### config.mk
export PLATFORM = sky130hd
export DESIGN_NAME = arilla_sb_initiator_flat
export DESIGN_NICKNAME = d
export VERILOG_FILES = /design/src/rtl/arilla_sb_pkg.sv /design/src/rtl/arilla_bus_if.sv /design/src/rtl/arilla_sb_lane.sv /design/src/rtl/arilla_sb_initiator.sv /design/src/flat_wrapper.sv
export SDC_FILE = /design/constraint.sdc
export NUM_CORES = 1
export LEC_CHECK = 0
export CAP_MARGIN = 25
export CORE_UTILIZATION = 48
export DETAILED_ROUTE_END_ITERATION = 8
export GPL_TIMING_DRIVEN = 0
export PLACE_DENSITY = 0.82
export SYNTH_ARGS = -nofsm -noshare
export SYNTH_HDL_FRONTEND = slang
export SYNTH_HIERARCHICAL = 1
export SYNTH_SLANG_ARGS = --single-unit
### constraint.sdc
create_clock -name clk -period 4.95 [get_ports clk]
set_input_delay 0.7425 -clock clk [delete_from_list [all_inputs] [get_ports clk]]
set_output_delay 0.7425 -clock clk [all_outputs]
set_load 0.01 [all_outputs]
### src/rtl/arilla_sb_pkg.sv
`default_nettype none
// +--------------------------------------------------------------------------+
// | arilla_sb_pkg : shared types and helpers for the SBA bus initiator       |
// | Revision 1.0                                                             |
// +--------------------------------------------------------------------------+
package arilla_sb_pkg;

  typedef enum logic [1:0] {
    SB_IDLE = 2'd0,
    SB_REQ  = 2'd1,
    SB_RSP  = 2'd2
  } sb_state_t;

  typedef enum logic [1:0] {
    SZ_BYTE = 2'd0,
    SZ_HALF = 2'd1,
    SZ_WORD = 2'd2,
    SZ_BAD  = 2'd3
  } sb_size_t;

  typedef enum logic [2:0] {
    ERR_NONE      = 3'd0,
    ERR_TIMEOUT   = 3'd1,
    ERR_INTERCEPT = 3'd2,
    ERR_MISALIGN  = 3'd3,
    ERR_SIZE      = 3'd4
  } sb_error_t;

  function automatic logic [3:0] size_mask(input sb_size_t s);
    logic [3:0] m;
    case (s)
      SZ_BYTE: m = 4'b0001;
      SZ_HALF: m = 4'b0011;
      SZ_WORD: m = 4'b1111;
      default: m = 4'b0000;
    endcase
    return m;
  endfunction

  function automatic logic is_misaligned(input logic [1:0] lo, input sb_size_t s);
    logic r;
    case (s)
      SZ_HALF: r = lo[0];
      SZ_WORD: r = |lo;
      default: r = 1'b0;
    endcase
    return r;
  endfunction

endpackage
`default_nettype wire

### src/rtl/arilla_bus_if.sv
`default_nettype none
// +--------------------------------------------------------------------------+
// | arilla_bus_if : single-beat system bus between initiators and responders |
// | Revision 1.0                                                             |
// +--------------------------------------------------------------------------+
interface arilla_bus_if #(
  parameter int DataWidth    = 32,
  parameter int AddressWidth = 32,
  parameter int ByteSize     = 8
);
  localparam int NumLanes = DataWidth / ByteSize;

  logic [AddressWidth-1:0] addr;
  logic [DataWidth-1:0]    wdata;
  logic [NumLanes-1:0]     be;
  logic                    rd;
  logic                    wr;
  logic [DataWidth-1:0]    rdata;
  logic                    inhibit;
  logic                    intercept;

  modport initiator (output addr, wdata, be, rd, wr, input rdata, inhibit, intercept);
  modport responder (input addr, wdata, be, rd, wr, output rdata, inhibit, intercept);
endinterface
`default_nettype wire

### src/rtl/arilla_sb_lane.sv
`default_nettype none
// +--------------------------------------------------------------------------+
// | arilla_sb_lane : byte-lane steering for writes and read extraction       |
// | Revision 1.0                                                             |
// +--------------------------------------------------------------------------+
module arilla_sb_lane
  import arilla_sb_pkg::*;
#(
  parameter int DataWidth    = 32,
  parameter int AddressWidth = 32,
  parameter int ByteSize     = 8
) (
  input  wire logic [AddressWidth-1:0]         addr_i,
  input  wire logic [1:0]                      size_i,
  input  wire logic [DataWidth-1:0]            wdata_i,
  input  wire logic [DataWidth-1:0]            bus_rdata_i,
  output logic [AddressWidth-1:0]              word_addr_o,
  output logic [DataWidth/ByteSize-1:0]        be_o,
  output logic [DataWidth-1:0]                 wdata_o,
  output logic [DataWidth-1:0]                 rdata_o
);
  localparam int NumLanes = DataWidth / ByteSize;
  localparam int OffW     = $clog2(NumLanes);

  logic [OffW-1:0]      off;
  logic [NumLanes-1:0]  size_be;
  logic [DataWidth-1:0] size_bits;

  assign off     = addr_i[OffW-1:0];
  assign size_be = NumLanes'(size_mask(sb_size_t'(size_i)));

  // Bit mask covering the right-aligned bytes of the transfer size.
  for (genvar i = 0; i < NumLanes; i++) begin : g_lane
    assign size_bits[i*ByteSize +: ByteSize] = {ByteSize{size_be[i]}};
  end

  assign word_addr_o = {addr_i[AddressWidth-1:OffW], OffW'(0)};
  assign be_o        = size_be << off;
  assign wdata_o     = (wdata_i & size_bits) << (int'(off) * ByteSize);
  assign rdata_o     = (bus_rdata_i >> (int'(off) * ByteSize)) & size_bits;

endmodule
`default_nettype wire

### src/rtl/arilla_sb_initiator.sv
`default_nettype none
// +--------------------------------------------------------------------------+
// | arilla_sb_initiator : debug SBA command -> single-beat bus transfer      |
// | Optional ARILLA_SB_TIMEOUT_EN bounds inhibit wait-states. Revision 1.0   |
// +--------------------------------------------------------------------------+
module arilla_sb_initiator
  import arilla_sb_pkg::*;
#(
  parameter int DataWidth     = 32,
  parameter int AddressWidth  = 32,
  parameter int ByteSize      = 8,
  parameter int TimeoutCycles = 255
) (
  input  wire logic                    clk,
  input  wire logic                    rst,
  input  wire logic                    cmd_valid_i,
  output logic                         cmd_ready_o,
  input  wire logic                    cmd_write_i,
  input  wire logic [1:0]              cmd_size_i,
  input  wire logic [AddressWidth-1:0] cmd_addr_i,
  input  wire logic [DataWidth-1:0]    cmd_wdata_i,
  input  wire logic                    cmd_autoinc_i,
  output logic                         rsp_valid_o,
  input  wire logic                    rsp_ready_i,
  output logic [DataWidth-1:0]         rsp_rdata_o,
  output logic [2:0]                   rsp_error_o,
  output logic [AddressWidth-1:0]      rsp_next_addr_o,
  output logic                         busy_o,
  arilla_bus_if.initiator              bus
);
  localparam int NumLanes = DataWidth / ByteSize;

  sb_state_t               state_q, state_d;
  logic                    write_q, autoinc_q;
  sb_size_t                size_q;
  logic [AddressWidth-1:0] addr_q;
  logic [DataWidth-1:0]    wdata_q;
  logic [DataWidth-1:0]    rsp_rdata_q, rsp_rdata_d;
  sb_error_t               rsp_error_q, rsp_error_d;
  logic [AddressWidth-1:0] rsp_next_addr_q, rsp_next_addr_d;

  logic                    accept, in_req, timeout_hit;
  logic [AddressWidth-1:0] lane_addr, addr_inc;
  logic [NumLanes-1:0]     lane_be;
  logic [DataWidth-1:0]    lane_wdata, lane_rdata;

  arilla_sb_lane #(
    .DataWidth(DataWidth), .AddressWidth(AddressWidth), .ByteSize(ByteSize)
  ) u_lane (
    .addr_i(addr_q), .size_i(size_q), .wdata_i(wdata_q), .bus_rdata_i(bus.rdata),
    .word_addr_o(lane_addr), .be_o(lane_be), .wdata_o(lane_wdata), .rdata_o(lane_rdata)
  );

  assign accept   = cmd_valid_i & cmd_ready_o;
  assign in_req   = (state_q == SB_REQ);
  assign addr_inc = AddressWidth'(1) << size_q;

  // Bus outputs are gated by state so an async reset drops them at once.
  assign bus.rd    = in_req & ~write_q;
  assign bus.wr    = in_req & write_q;
  assign bus.addr  = in_req ? lane_addr  : '0;
  assign bus.be    = in_req ? lane_be    : '0;
  assign bus.wdata = in_req ? lane_wdata : '0;

`ifdef ARILLA_SB_TIMEOUT_EN
  localparam int CntW = $clog2(TimeoutCycles + 1);
  logic [CntW-1:0] wait_q;

  always_ff @(posedge clk or posedge rst) begin
    if (rst) begin
      wait_q <= '0;
    end else if (accept) begin
      wait_q <= '0;
    end else if (in_req && bus.inhibit && (wait_q != CntW'(TimeoutCycles))) begin
      wait_q <= wait_q + 1'b1;
    end
  end

  assign timeout_hit = (wait_q == CntW'(TimeoutCycles));
`else
  logic unused_timeout;
  assign unused_timeout = (TimeoutCycles != 0);
  assign timeout_hit    = 1'b0;
`endif

  always_comb begin
    state_d         = state_q;
    rsp_rdata_d     = rsp_rdata_q;
    rsp_error_d     = rsp_error_q;
    rsp_next_addr_d = rsp_next_addr_q;
    unique case (state_q)
      SB_IDLE: begin
        if (accept) begin
          rsp_rdata_d     = '0;
          rsp_next_addr_d = cmd_addr_i;
          if (sb_size_t'(cmd_size_i) == SZ_BAD) begin
            rsp_error_d = ERR_SIZE;
            state_d     = SB_RSP;
          end else if (is_misaligned(cmd_addr_i[1:0], sb_size_t'(cmd_size_i))) begin
            rsp_error_d = ERR_MISALIGN;
            state_d     = SB_RSP;
          end else begin
            rsp_error_d = ERR_NONE;
            state_d     = SB_REQ;
          end
        end
      end
      SB_REQ: begin
        if (!bus.inhibit) begin
          state_d = SB_RSP;
          if (bus.intercept) begin
            rsp_error_d = ERR_INTERCEPT;
            rsp_rdata_d = '0;
          end else begin
            rsp_error_d = ERR_NONE;
            rsp_rdata_d = write_q ? '0 : lane_rdata;
            if (autoinc_q) rsp_next_addr_d = addr_q + addr_inc;
          end
        end else if (timeout_hit) begin
          state_d     = SB_RSP;
          rsp_error_d = ERR_TIMEOUT;
        end
      end
      SB_RSP: begin
        if (rsp_ready_i) state_d = SB_IDLE;
      end
      default: state_d = SB_IDLE;
    endcase
  end

  always_ff @(posedge clk or posedge rst) begin
    if (rst) begin
      state_q         <= SB_IDLE;
      write_q         <= 1'b0;
      size_q          <= SZ_BYTE;
      addr_q          <= '0;
      wdata_q         <= '0;
      autoinc_q       <= 1'b0;
      rsp_rdata_q     <= '0;
      rsp_error_q     <= ERR_NONE;
      rsp_next_addr_q <= '0;
    end else begin
      state_q         <= state_d;
      rsp_rdata_q     <= rsp_rdata_d;
      rsp_error_q     <= rsp_error_d;
      rsp_next_addr_q <= rsp_next_addr_d;
      if (accept) begin
        write_q   <= cmd_write_i;
        size_q    <= sb_size_t'(cmd_size_i);
        addr_q    <= cmd_addr_i;
        wdata_q   <= cmd_wdata_i;
        autoinc_q <= cmd_autoinc_i;
      end
    end
  end

  assign cmd_ready_o     = (state_q == SB_IDLE);
  assign rsp_valid_o     = (state_q == SB_RSP);
  assign busy_o          = (state_q != SB_IDLE);
  assign rsp_rdata_o     = rsp_rdata_q;
  assign rsp_error_o     = rsp_error_q;
  assign rsp_next_addr_o = rsp_next_addr_q;

endmodule
`default_nettype wire
### src/flat_wrapper.sv
// flat-port wrapper written by rule: the top's interface ports become plain ports
module arilla_sb_initiator_flat import arilla_sb_pkg::*;
#(
  parameter int DataWidth     = 32,
  parameter int AddressWidth  = 32,
  parameter int ByteSize      = 8,
  parameter int TimeoutCycles = 255
)
  (clk, rst, cmd_valid_i, cmd_ready_o, cmd_write_i, cmd_size_i, cmd_addr_i, cmd_wdata_i, cmd_autoinc_i, rsp_valid_o, rsp_ready_i, rsp_rdata_o, rsp_error_o, rsp_next_addr_o, busy_o, bus_addr, bus_wdata, bus_be, bus_rd, bus_wr, bus_rdata, bus_inhibit, bus_intercept);
  arilla_bus_if #(.DataWidth(DataWidth), .AddressWidth(AddressWidth), .ByteSize(ByteSize)) bus_i ();
  input  wire logic clk;
  input  wire logic rst;
  input  wire logic cmd_valid_i;
  output logic cmd_ready_o;
  input  wire logic cmd_write_i;
  input  wire logic [1:0] cmd_size_i;
  input  wire logic [AddressWidth-1:0] cmd_addr_i;
  input  wire logic [DataWidth-1:0] cmd_wdata_i;
  input  wire logic cmd_autoinc_i;
  output logic rsp_valid_o;
  input  wire logic rsp_ready_i;
  output logic [DataWidth-1:0] rsp_rdata_o;
  output logic [2:0] rsp_error_o;
  output logic [AddressWidth-1:0] rsp_next_addr_o;
  output logic busy_o;
  output wire logic [$bits(bus_i.addr)-1:0] bus_addr;
  output wire logic [$bits(bus_i.wdata)-1:0] bus_wdata;
  output wire logic [$bits(bus_i.be)-1:0] bus_be;
  output wire logic [$bits(bus_i.rd)-1:0] bus_rd;
  output wire logic [$bits(bus_i.wr)-1:0] bus_wr;
  input wire logic [$bits(bus_i.rdata)-1:0] bus_rdata;
  input wire logic [$bits(bus_i.inhibit)-1:0] bus_inhibit;
  input wire logic [$bits(bus_i.intercept)-1:0] bus_intercept;
  assign bus_addr = bus_i.addr;
  assign bus_wdata = bus_i.wdata;
  assign bus_be = bus_i.be;
  assign bus_rd = bus_i.rd;
  assign bus_wr = bus_i.wr;
  assign bus_i.rdata = bus_rdata;
  assign bus_i.inhibit = bus_inhibit;
  assign bus_i.intercept = bus_intercept;
  arilla_sb_initiator #(.DataWidth(DataWidth), .AddressWidth(AddressWidth), .ByteSize(ByteSize), .TimeoutCycles(TimeoutCycles)) u_core (.clk(clk), .rst(rst), .cmd_valid_i(cmd_valid_i), .cmd_ready_o(cmd_ready_o), .cmd_write_i(cmd_write_i), .cmd_size_i(cmd_size_i), .cmd_addr_i(cmd_addr_i), .cmd_wdata_i(cmd_wdata_i), .cmd_autoinc_i(cmd_autoinc_i), .rsp_valid_o(rsp_valid_o), .rsp_ready_i(rsp_ready_i), .rsp_rdata_o(rsp_rdata_o), .rsp_error_o(rsp_error_o), .rsp_next_addr_o(rsp_next_addr_o), .busy_o(busy_o), .bus(bus_i));
endmodule
# [Word-level counts from Yosys, hierarchy flattened]
# Cells that the tools add are included.
[totals] regBits=137 out_inout_bits=140
[op_classes] bitwise_logic=6 add_sub_neg=1 n_eq_ne=12 shifts=4 muxes=30 reduce_logical=8
[ops] op="$mux W32" n=10
[ops] op="$pmux W32 S2" n=2
[ops] op="$and A32 B32 Y32" n=2
[ops] op="$add A32 B32 Y32" n=1
[ops] op="$shl A1 B2 Y32 const A" n=1
[ops] op="$shl A32 B5 Y32" n=1
[ops] op="$shr A32 B5 Y32" n=1
[ops] op="$mux W2" n=7
[ops] op="$pmux W4 S3" n=1
[ops] op="$mux W3" n=3
[ops] op="$eq A2 B2 Y1 const B" n=4
[ops] op="$eq A2 B1 Y1 const B" n=3
[ops] op="$ne A2 B2 Y1 const B" n=3
[ops] op="$pmux W2 S3" n=1
[ops] op="$pmux W3 S2" n=1
[ops] op="$reduce_and A3 Y1" n=2
[ops] op="$reduce_and A5 Y1" n=1
[ops] op="$logic_not A2 Y1" n=2
[ops] op="$mux W4" n=1
[ops] op="$ne A2 B1 Y1 const B" n=2
[ops] op="$reduce_bool A2 Y1" n=2
[ops] op="$shl A4 B2 Y4" n=1
[ops] op="$and A1 B1 Y1" n=3
[ops] op="$mux W1" n=3
[ops] op="other kinds (3)" n=3

# [Logic depth before layout (Yosys ltp)]
# Gate-level depths: netlist (run 1).
[depth] ltp_word=9 mapped_depth=9 depth_no_buf=8

# [Modules after synthesis]
# Netlist (run 1), hierarchy kept.
[by_module_without_submodules] module="arilla_sb_initiator" cells_each=693 n_inst=1 area_each_um2=6566.3 seq_area_each_um2=3428.3
[by_module_without_submodules] module="arilla_sb_lane" cells_each=215 n_inst=1 area_each_um2=1611.5 seq_area_each_um2=0.0

# [Least setup slack after synthesis (run 1)]
# OpenSTA, ideal clock, no wires.
[synth_path] path_kind="register to output" start="reg u_core.size_q[0]" end="out bus_wdata[10]" arrival_ps=1527 stages_incl_launch_ff=8 path_slack_ps=2680 n_path_buf=1 path_cell_list="dfrtp_1 -> inv_1 -> ha_1 -> buf_2 -> nor2_1 -> a32oi_1 -> nor2_1 -> and2_1"
[synth_via] elab_chain_cells=5 elab_cells_between_ends=7 cone_classes="2 x eq/ne; 1 x shift; 2 x mux; 1 x bitwise; 1 x reduce/logical"
[synth_rtl] item="start, declared" line="arilla_sb_initiator.sv:35" text="sb_size_t size_q;"
[synth_rtl] item="start signal, assigned" line="arilla_sb_initiator.sv:149" text="size_q <= sb_size_t'(cmd_size_i);"
[synth_rtl] item="$eq A2 B2 Y1, or another cell as far along" line="arilla_sb_pkg.sv:31" text="case (s)"
[synth_rtl] item="$pmux W4 S3 *" line="arilla_sb_pkg.sv:31"
[synth_rtl] item="$and A32 B32 Y32 *" line="arilla_sb_lane.sv:39" text="assign wdata_o = (wdata_i & size_bits) << (int'(off) * ByteSize);"
[synth_rtl] item="$shl A32 B5 Y32 *" line="arilla_sb_lane.sv:39"
[synth_rtl] item="named net u_core.lane_wdata[10]" line="arilla_sb_initiator.sv:45" text="logic [DataWidth-1:0] lane_wdata, lane_rdata;"
[synth_rtl] item="$mux W32 *" line="arilla_sb_initiator.sv:63" text="assign bus.wdata = in_req ? lane_wdata : '0;"
[synth_rtl] item="end, declared" line="flat_wrapper.sv:27" text="output wire logic [$bits(bus_i.wdata)-1:0] bus_wdata;"
# Mark *: on every way through the listed nets, which the timed path passes. The rest lies on a longest branch.

# [Worst setup path in the final report (run 1)]
[layout_path] start="reg u_core.state_q[0]" end="out bus_addr[30]"
[layout_via] elab_chain_cells=2
[layout_rtl] item="start, declared" line="arilla_sb_initiator.sv:33" text="sb_state_t state_q, state_d;"
[layout_rtl] item="start signal, assigned" line="arilla_sb_initiator.sv:143" text="state_q <= state_d;"
[layout_rtl] item="$eq A2 B1 Y1" line="arilla_sb_initiator.sv:55" text="assign in_req = (state_q == SB_REQ);"
[layout_rtl] item="$mux W32" line="arilla_sb_initiator.sv:61" text="assign bus.addr = in_req ? lane_addr : '0;"
[layout_rtl] item="end, declared" line="flat_wrapper.sv:26" text="output wire logic [$bits(bus_i.addr)-1:0] bus_addr;"
# Every way passes these cells.

==> results of run 1 <==
==> power breakdown <==
| group | internal (uW) | leakage, uW | switching (uW) |
|---|---|---|---|
| clock network | 745 | 0.000271 | 511 |
| logic | 1600 | 0.00317 | 1790 |
| registers | 1560 | 0.00175 | 462 |
| total | 3900 | 0.00519 | 2760 |
==> worst max-delay path: stages (launching register included) <==
cell	delay (ns)
dfrtp_1	0.33
buf_2	0.19
nor2b_1	0.15
buf_2	0.22
buf_2	0.33
clkbuf_1	0.43
and2_1	0.21
clkdlybuf4s50_1	0.54
==> state kept, by name (all words and copies together), names as in the netlist, 2 cells and up <==
name / cells
u_core/addr_q: 32
u_core/rsp_error_o: 3
u_core/rsp_next_addr_o: 32
u_core/rsp_rdata_o: 32
u_core/size_q: 2
u_core/state_q: 2
u_core/wdata_q: 32
==> routing by layer <==
metal | vias to the layer above | part of all wire [%]
met5 | - | 0.054
met4 | 2 | 2.2
met3 | 43 | 8.1
met2 | 350 | 48
met1 | 3626 | 42
li1 | 3594 | -
==> per-stage QoR <==
step                setup WS [ns]  area (um^2)
detailed placement          1.847        10920
floorplan                  0.5397         8182
global placement           -1.398        10890
global route                1.236        11500
finish                      1.368        11500
CTS                         1.375        11500
==> Yosys cell counts (8+ instances only) <==
cell | count | area share [%]
nand2_1 | 232 | 11
dfrtp_1 | 137 | 42
and2_1 | 81 | 6.2
buf_4 | 38 | 3.5
a22o_1 | 34 | 3.6
buf_2 | 31 | 1.9
mux2i_1 | 28 | 3.4
nor2_1 | 27 | 1.2
o211ai_1 | 21 | 1.9
nor2b_1 | 20 | 1.5
o21ai_0 | 18 | 1.1
xor2_1 | 18 | 1.9
nand2b_1 | 17 | 1.3
inv_1 | 15 | 0.69
nand4_1 | 15 | 1.1
a211oi_1 | 14 | 1.3
clkbuf_1 | 14 | 0.64
and3_1 | 11 | 0.84
ha_1 | 11 | 1.7
nand3_1 | 9 | 0.55
o21ai_1 | 9 | 0.55
xnor2_1 | 9 | 0.96
buf_6 | 8 | 1.1
o22ai_1 | 8 | 0.61
==> how the worst min path moves through the flow <==
| stage | slack, ns | depth (start not counted) | to |
|---|---|---|---|
| global route | 0.51 | 2 | u_core/rsp_next_addr_o[2] |
| CTS | 0.48 | 2 | u_core/rsp_next_addr_o[0] |
| detailed placement | 0.48 | 2 | u_core/rsp_next_addr_o[21] |
| global placement | 0.46 | 2 | u_core/wdata_q[26] |
| floorplan | 0.44 | 2 | u_core/wdata_q[24] |
| finish | 0.48 | 2 | u_core/rsp_next_addr_o[0] |
==> logic make-up (layout without fill, tap and decap cells) <==
logic type | Yosys count | count (layout) | synth area share (%)
AND/OR/NAND/NOR | 450 | 450 | 27.91
other | 1 | 2 | 0.04586
flip-flops | 137 | 137 | 41.92
AO/OA/AOI/OAI | 146 | 146 | 13.92
buffers and inverters | 106 | 382 | 7.818
multiplexers | 29 | 29 | 3.565
adder cells (fa/ha/maj) | 12 | 12 | 1.928
XOR/XNOR | 27 | 27 | 2.892
==> final cells by class <==
| cell class | instances | area share [%] |
|---|---|---|
| inverter | 15 | 0.5332 |
| buffer | 91 | 5.071 |
| multi-input combinational | 666 | 35.78 |
| clock inverter | 13 | 1.251 |
| tap | 220 | 2.394 |
| sequential | 137 | 29.82 |
| timing repair buffer | 244 | 21.39 |
| clock buffer | 19 | 3.765 |
==> impl_metrics.ini, run 1 <==
[timing]
setup_viol = 0
post-route-period-util_pct = 72.37
finalHoldViolCount = 0
max_freq_mhz = 279.2
report.final.slew_viol_count = 0
worst_pin_slew_ns = 0.7706
period_minus_slack_ns = 3.582
max_slew_margin_pct = 48.28
clock_skew_ns = 0.01059
rsz0062_at_grt = no
hold_ws_ns = 0.4811
fin_tns_setup_ns = 0

[placed_design]
place_inst = 1373
port_buffers = 243
dpl.hpwl_mm = 18.97
globalplace.congestion = 0.8891

[worst_setup_path]
r2r-start = u_core/size_q[1]
path_class = reg -> out
end_kind = primary output
r2r-end = u_core/rsp_next_addr_o[31]
reg2reg_depth = 8
r2r_slack_ns = 2.48
crit_required_ns = 4.21
endpoint = bus_addr[30]
cp_data_arrival_time_ns = 2.84
critPathMaxFanout = 10
start_kind = register
crit_start = u_core/state_q[0]

[outcome]
status = finished clean

[clock_network]
clk_latency_ns = 0.43
cts_tree = built
cts_hold_buf = 0
cts-root-buf = clkbuf_16
post_cts_buffers = 0
cts_buffers = 17
htree_num_levels = 4
cts.sinks = 137
post_cts_resized = 0
clockBufferDepth = 2
clk_pin_slew_ns = 0.06

[global_route]
grtUsageMet3_pct = 7.663
grt_pass1_wl_mm = 41.19
grt_max_degree = 98
top_usage_layer = met2
met1_usage_pct = 38.14
grt_pass1_vias = 7612
grt_overflow = 0
antenna_found_initial = 1
grt_util_all_layers_pct = 30.01
met2_usage_pct = 49.47

[route]
drt_iter0_drc = 623
ant_nets = 0
via_per_inst = 5.420
drc = 0
vias = 7615
drt_pass1_iterations = 5
post_drt_wl_per_cell_um = 18.38
routed_wirelength_mm = 25.83

[yosys]
synth.cell_area_mm2 = 0.008178
synth_edf_count = 0
synthArstFlopShare_pct = 100.0
yosysSeqAreaShare_pct = 41.92
synthesis.instances = 908
synth.avg_cell_area_um2 = 9.006
ys.flop_type = dfrtp_1
yosys_warnings = 6
synth.distinct_cells = 62
ys_ff_latch = 137

[final_layout]
syn2layout_area_growth_pct = 40.61
final_common_cell = clkdlybuf4s50_1
fillers = 1330
mostFrequentLayoutCells = clkdlybuf4s50_1, nand2_1, dfrtp_1, and2_1, buf_4
nets = 1290
diodes = 0
post_route_cells_drive_above_1_share_pct = 11.31
multi_input_area_mm2 = 0.004114
regArea_mm2 = 0.003428
stdcell_count = 1405
post-route-util_pct = 69.34

[power_and_ir_drop]
powerDensity_mw_per_mm2 = 579.2
fin_total_pwr_uw = 6660
power_leakage_uw = 0.005194
ir_drop_v = 0.0003168

[floorplanning]
io_pins = 246
rows = 47
die_h_um = 132.5
core_mm2 = 0.01658
dieWidth_um = 132.5
die_area_mm2 = 0.01756
initial_core_util_pct = 49.31

[job]
maxCapViolations = 0

[worst_hold_path]
hp-start = u_core/rsp_next_addr_o[0]
min-delay-path-class = reg -> reg
(Power assumes the default switching activity.)
==> run 2: changes to the inputs <==
CORE_UTILIZATION = 43   (was 48)
PLACE_DENSITY = 0.78   (was 0.82)
clock period = 3.2 ns   (was 4.95 ns; I/O delays follow)
==> run 2 against run 1 <==
Effect of this change:
- global-route usage is 1.9 points lower
- hold slack worse by 0.0021 ns
- clock skew about the same
- first-iteration DRC count decreased by 23%
- routed wire length is 5.0% higher
- non-clock buffer count is 3 higher
- design area grew 0.83%
- worst setup slack got worse by 1.3 ns
- largest power group unchanged
- utilization shrank 7.1 points
- count of clock-buffer cells in the layout did not move
==> impl_metrics.ini, run 2 (same netlist as run 1, synthesis figures left out) <==
[outcome]
status = finished clean

[route]
drt_iter0_drc = 480
vias = 7696
drc = 0
post_drt_wl_per_cell_um = 19.08
ant_nets = 0
routed_wirelength_mm = 27.12
drt_pass1_iterations = 5
via_per_inst = 5.416

[worst_hold_path]
min-delay-path-class = reg -> reg

[clock_network]
cts.sinks = 137
cts_tree = built
cts-root-buf = clkbuf_16
clk_latency_ns = 0.41
clk_pin_slew_ns = 0.06
clockBufferDepth = 2
htree_num_levels = 4
cts_buffers = 17

[final_layout]
post_route_cells_drive_above_1_share_pct = 12.39
final_common_cell = clkdlybuf4s50_1
fillers = 1607
regArea_mm2 = 0.003431
stdcell_count = 1421
multi_input_area_mm2 = 0.004120
mostFrequentLayoutCells = clkdlybuf4s50_1, nand2_1, dfrtp_1, and2_1, buf_4
syn2layout_area_growth_pct = 41.77
nets = 1293

[placed_design]
place_inst = 1389
globalplace.congestion = 0.9122
dpl.hpwl_mm = 19.90
port_buffers = 243

[global_route]
grt_pass1_vias = 7723
met2_usage_pct = 45.87
grt_util_all_layers_pct = 28.12
top_usage_layer = met2
grt_max_degree = 41
grt_overflow = 0
grt_pass1_wl_mm = 42.75
met1_usage_pct = 36.68
antenna_found_initial = 1
grtUsageMet3_pct = 6.496

[worst_setup_path]
path_class = reg -> out
end_kind = primary output
critPathMaxFanout = 10
crit_required_ns = 2.72
start_kind = register
slowest_delay_ns = 0.55
crit_slowest_cell = clkdlybuf4s50_1
cp_data_arrival_time_ns = 2.62
path_cells = inv_1, ha_2, buf_4, mux2i_2, nor2b_1, and2_1, clkdlybuf4s50_1

[timing]
post-route-period-util_pct = 96.92
report.final.slew_viol_count = 0
max_slew_margin_pct = 45.65
worst_pin_slew_ns = 0.8135
finalHoldViolCount = 0
max_freq_mhz = 322.4
clock_skew_ns = 0.01070
period_minus_slack_ns = 3.101
setup_viol = 0
fin_tns_setup_ns = 0
rsz0062_at_grt = no

[floorplanning]
die_h_um = 139.9
die_area_mm2 = 0.01957
dieWidth_um = 139.9
core_mm2 = 0.01864
io_pins = 246
rows = 50
initial_core_util_pct = 43.87

[power_and_ir_drop]
power_leakage_uw = 0.005237
fin_total_pwr_uw = 10430
clock_power_share_pct = 18.7
power_frac_seq_pct = 29.9
p_sw_share_pct = 41.35
combPwrFrac_pct = 51.4
cellInternalPower_uw = 6120
power_switching_uw = 4315
powerDensity_mw_per_mm2 = 900.0
ir_drop_v = 0.0004650

[job]
maxCapViolations = 0
[run 2: cell count changes in the layout (fill, tap and decap cells not counted), moves of 2 or more]
cell	before	now
clkbuf_4	0	2
clkbuf_8	0	2
buf_12	0	4
buf_2	31	29
clkbuf_1	16	8
dfrtp_1	137	135
clkbuf_2	0	5
dfrtp_2	0	2
inv_6	5	1
[run 2: routing by layer]
layer | routed length [um] | up-vias | share of wire (%)
met1 | 11660 | 3719 | 43
met3 | 2168 | 43 | 8.0
met2 | 12730 | 334 | 47
met4 | 552 | 0 | 2.0
met5 | 0 | - | 0
li1 | - | 3600 | -
[run 2: area by class of cell]
| cell class | count | share of cell area (%) |
|---|---|---|
| Antenna cell | 1 | 0.02158 |
| Buffer | 91 | 5.159 |
| Clock buffer | 19 | 3.907 |
| Clock inverter | 11 | 1.068 |
| Inverter | 15 | 0.5180 |
| Multi-Input combinational cell | 666 | 35.54 |
| Sequential cell | 137 | 29.59 |
| Tap cell | 234 | 2.525 |
| Timing Repair Buffer | 247 | 21.67 |
[run 2: power by group through the flow]
stage	Sequential (uW)	Combinational [uW]	Clock (uW)
6_report	3120	5360	1950
5_1_grt	3220	5820	2050
4_1_cts	3110	5290	1970
3_5_place_dp	3120	5220	0
3_3_place_gp	3110	5140	0
2_1_floorplan	3010	3210	0
[run 2: through the flow]
| stage | util (%) | instance area (um^2) | setup WS (ns) | hold WS (ns) |
|---|---|---|---|---|
| after floorplan | - | 8185 | 1.013 | 0.4450 |
| after global placement | 58.52 | 10910 | -0.2869 | 0.4623 |
| after detailed placement | 58.85 | 10970 | 0.2716 | 0.4687 |
| after CTS | 61.99 | 11560 | 0.003354 | 0.4818 |
| after global routing | 62.19 | 11590 | 0.006721 | 0.4953 |
| final | 62.19 | 11590 | 0.09867 | 0.4791 |
[run 2: timing repair]
item | CTS | global route
endpoints found under the hold margin | 0 | 0
resized for setup | 6 | 10
pin swaps | 0 | 1
hold buffers | 0 | 0
endpoints found under the setup margin | 36 | 35
setup buffers | 0 | 1
[run 2: worst paths after layout]
check	start	to	slack, ns	depth (start not counted)
worst max-delay path	u_core/size_q[0]	bus_be[1]	0.1	7
worst min-delay path	u_core/rsp_error_o[1]	u_core/rsp_error_o[1]	0.48	2
worst max register to register	u_core/size_q[1]	u_core/rsp_next_addr_o[27]	0.73	8
worst min register to register	u_core/rsp_error_o[1]	u_core/rsp_error_o[1]	0.48	2
max in group asynchronous	rst	u_core/size_q[1]	1.74	4
min in group asynchronous	rst	u_core/rsp_rdata_o[20]	0.57	2
[run 2: critical path, delay by kind of cell, from the launching register on]
family                     cells  cell delay (ns)
adders and majority gates      1             0.34
buffers and inverters          3             0.88
muxes                          1             0.19
DFF                            1             0.47
and+or+nand+nor                2             0.34
==> run 3: changes to the inputs <==
ABC_AREA = 0   (was unset)
CORE_ASPECT_RATIO = 1.75   (was unset)
PLACE_DENSITY = 0.79   (was 0.78)
SYNTH_HIERARCHICAL = unset   (was 1)
==> run 3 against run 2 <==
Effect of this change:
- worst setup slack worse by 0.066 ns
- area after synthesis down 5.8%
- utilization up 1.5 points
- clock power up 3%
- clock skew up 0.0016 ns
- design area down 3.6%
- routed wire length up 5.3%
- global-route usage up 3.9 points
- register-to-register slack worse by 0.26 ns
- sequential power about the same
- hold slack worse by 0.0064 ns
==> impl_metrics.ini, run 3 <==
[clock_network]
cts_tree = built
cts.sinks = 137
post_cts_buffers = 0
htree_num_levels = 4
post_cts_resized = 18
clockBufferDepth = 2
clk_pin_slew_ns = 0.07
clk_latency_ns = 0.43
cts-root-buf = clkbuf_16
cts_buffers = 17
cts_hold_buf = 0

[route]
drc = 0
drt_pass1_iterations = 5
ant_nets = 0
drt_iter0_drc = 276
routed_wirelength_mm = 28.56
post_drt_wl_per_cell_um = 20.34
vias = 7712
via_per_inst = 5.493

[floorplanning]
die_area_mm2 = 0.01848
rows = 64
die_h_um = 179.1
dieWidth_um = 103.2
core_mm2 = 0.01754
io_pins = 246
initial_core_util_pct = 43.94

[final_layout]
syn2layout_area_growth_pct = 44.98
final_common_cell = nand2_1
fillers = 1497
mostFrequentLayoutCells = nand2_1, clkdlybuf4s50_1, dfrtp_1, and2_1, a21oi_1
stdcell_count = 1404
post_route_cells_drive_above_1_share_pct = 9.719
nets = 1279
diodes = 0
post-route-util_pct = 63.70

[worst_setup_path]
end_kind = primary output
crit_required_ns = 2.72
start_kind = register
critPathMaxFanout = 10
cp_data_arrival_time_ns = 2.69
path_class = reg -> out

[yosys]
yosysTopAreaCell = dfrtp_1
synth.cell_area_mm2 = 0.007705
synth_simple_gate_area_share_pct = 27.66
synth-compound-area-share_pct = 15.00
synth_top_area_share_pct = 44.49
synth.avg_cell_area_um2 = 8.599
yosysSeqAreaShare_pct = 44.49
synth_edf_count = 0
synth_xor_area_share_pct = 2.273
synthesis.instances = 896
synthMostInstantiatedCell = nand2_1
yosys_warnings = 0
synthTopCellsByCount = nand2_1, dfrtp_1, and2_1
synthAdderAreaFrac_pct = 2.209
ys_ff_latch = 137
synthMuxAreaShare_pct = 4.320
ys_top_cells_by_area = dfrtp_1, nand2_1, and2_1, mux2i_1, a21oi_1
ys.flop_type = dfrtp_1
synth_top_family_by_area = simple AND/OR/NAND/NOR gates
synthArstFlopShare_pct = 100.0
synth.distinct_cells = 67

[placed_design]
port_buffers = 243
globalplace.congestion = 0.9562
pre_cts_ws_ns = -0.03795
place_inst = 1374
dpl.hpwl_mm = 21.62

[timing]
max_freq_mhz = 315.8
period_minus_slack_ns = 3.167
report.final.slew_viol_count = 0
worst_pin_slew_ns = 0.7992
max_slew_margin_pct = 46.72
setup_slack_ns = 0.03315
finalHoldViolCount = 0
clock_skew_ns = 0.01232
setup_viol = 0
rsz0062_at_grt = no
post-route-period-util_pct = 98.96

[global_route]
met1_usage_pct = 30.71
grt_pass1_wl_mm = 43.15
grt_overflow = 0
grt_util_all_layers_pct = 31.97
grt_max_degree = 41
antenna_found_initial = 0
grt_pass1_vias = 7935
met2_usage_pct = 60.83
top_usage_layer = met2
grtUsageMet3_pct = 7.758

[power_and_ir_drop]
powerDensity_mw_per_mm2 = 890.1
power_leakage_uw = 0.004857
ir_drop_v = 0.0005227

[worst_hold_path]
min-delay-path-class = in -> async

[outcome]
status = finished clean

[job]
maxCapViolations = 0
==> run 3: cell type report <==
type                       instances  area [um^2]  area share, %
inverter                           8        33.78         0.3024
tap                              231        289.0          2.587
timing repair buffer             247         2500          22.38
clock inverter                    13        146.4          1.310
buffer                            61        295.3          2.643
sequential                       137         3430          30.70
multi-input combinational        688         4034          36.11
clock buffer                      19        442.9          3.965
==> run 3: path summary, 6_finish.rpt <==
kind / slack, ns / from / end / cells past startpoint
min in group clk: 0.47 / u_core.wdata_q[31] / u_core.wdata_q[31] / 2
worst min register to register: 0.47 / u_core.wdata_q[31] / u_core.wdata_q[31] / 2
max in group asynchronous: 1.85 / rst / u_core.addr_q[1] / 4
worst max-delay path: 0.03 / u_core.addr_q[1] / bus_wdata[25] / 6
worst max register to register: 0.47 / u_core.size_q[1] / u_core.rsp_next_addr_o[16] / 9
worst min-delay path: 0.47 / rst / u_core.state_q[1] / 2
==> run 3: worst max-delay path: stages (launching register included) <==
cell and delay (ns):
dfrtp_2 0.53, clkbuf_2 0.30, clkbuf_4 0.28, buf_2 0.27, a22oi_1 0.13, nor2_1 0.18, clkdlybuf4s50_1 0.57
==> run 3: cell families after synthesis <==
logic type,count (synthesis)
AND/OR/NAND/NOR,447
other,1
adder cells (fa/ha/maj),13
flip-flops,137
buffers and inverters,72
XOR/XNOR,20
AO/OA/AOI/OAI,174
multiplexers,32
==> run 3: power breakdown <==
group | switching, uW | total (uW) | leakage, uW | internal [uW]
Combinational | 2710 | 4850 | 0.00285 | 2140
Clock | 822 | 2000 | 0.000272 | 1170
Sequential | 696 | 3100 | 0.00174 | 2400
Total | 4230 | 9940 | 0.00486 | 5720
==> run 3: stage by stage <==
step / total power, uW / TNS (ns) / area, um^2 / hold WS, ns
2_1_floorplan: 5625 / 0 / 7712 / 0.4417
3_3_place_gp: 7667 / -42.27 / 10430 / 0.4611
3_5_place_dp: 7757 / -0.05761 / 10490 / 0.4634
4_1_cts: 9834 / 0 / 11120 / 0.4768
5_1_grt: 10500 / 0 / 11170 / 0.4980
6_report: 9943 / 0 / 11170 / 0.4727
==> run 3: per-layer routing <==
| layer | wire length, um | vias up | part of all wire, % |
|---|---|---|---|
| met5 | 0 | - | 0 |
| met1 | 9744 | 3709 | 34 |
| li1 | - | 3581 | - |
| met3 | 2066 | 71 | 7.2 |
| met2 | 15520 | 351 | 54 |
| met4 | 1229 | 0 | 4.3 |
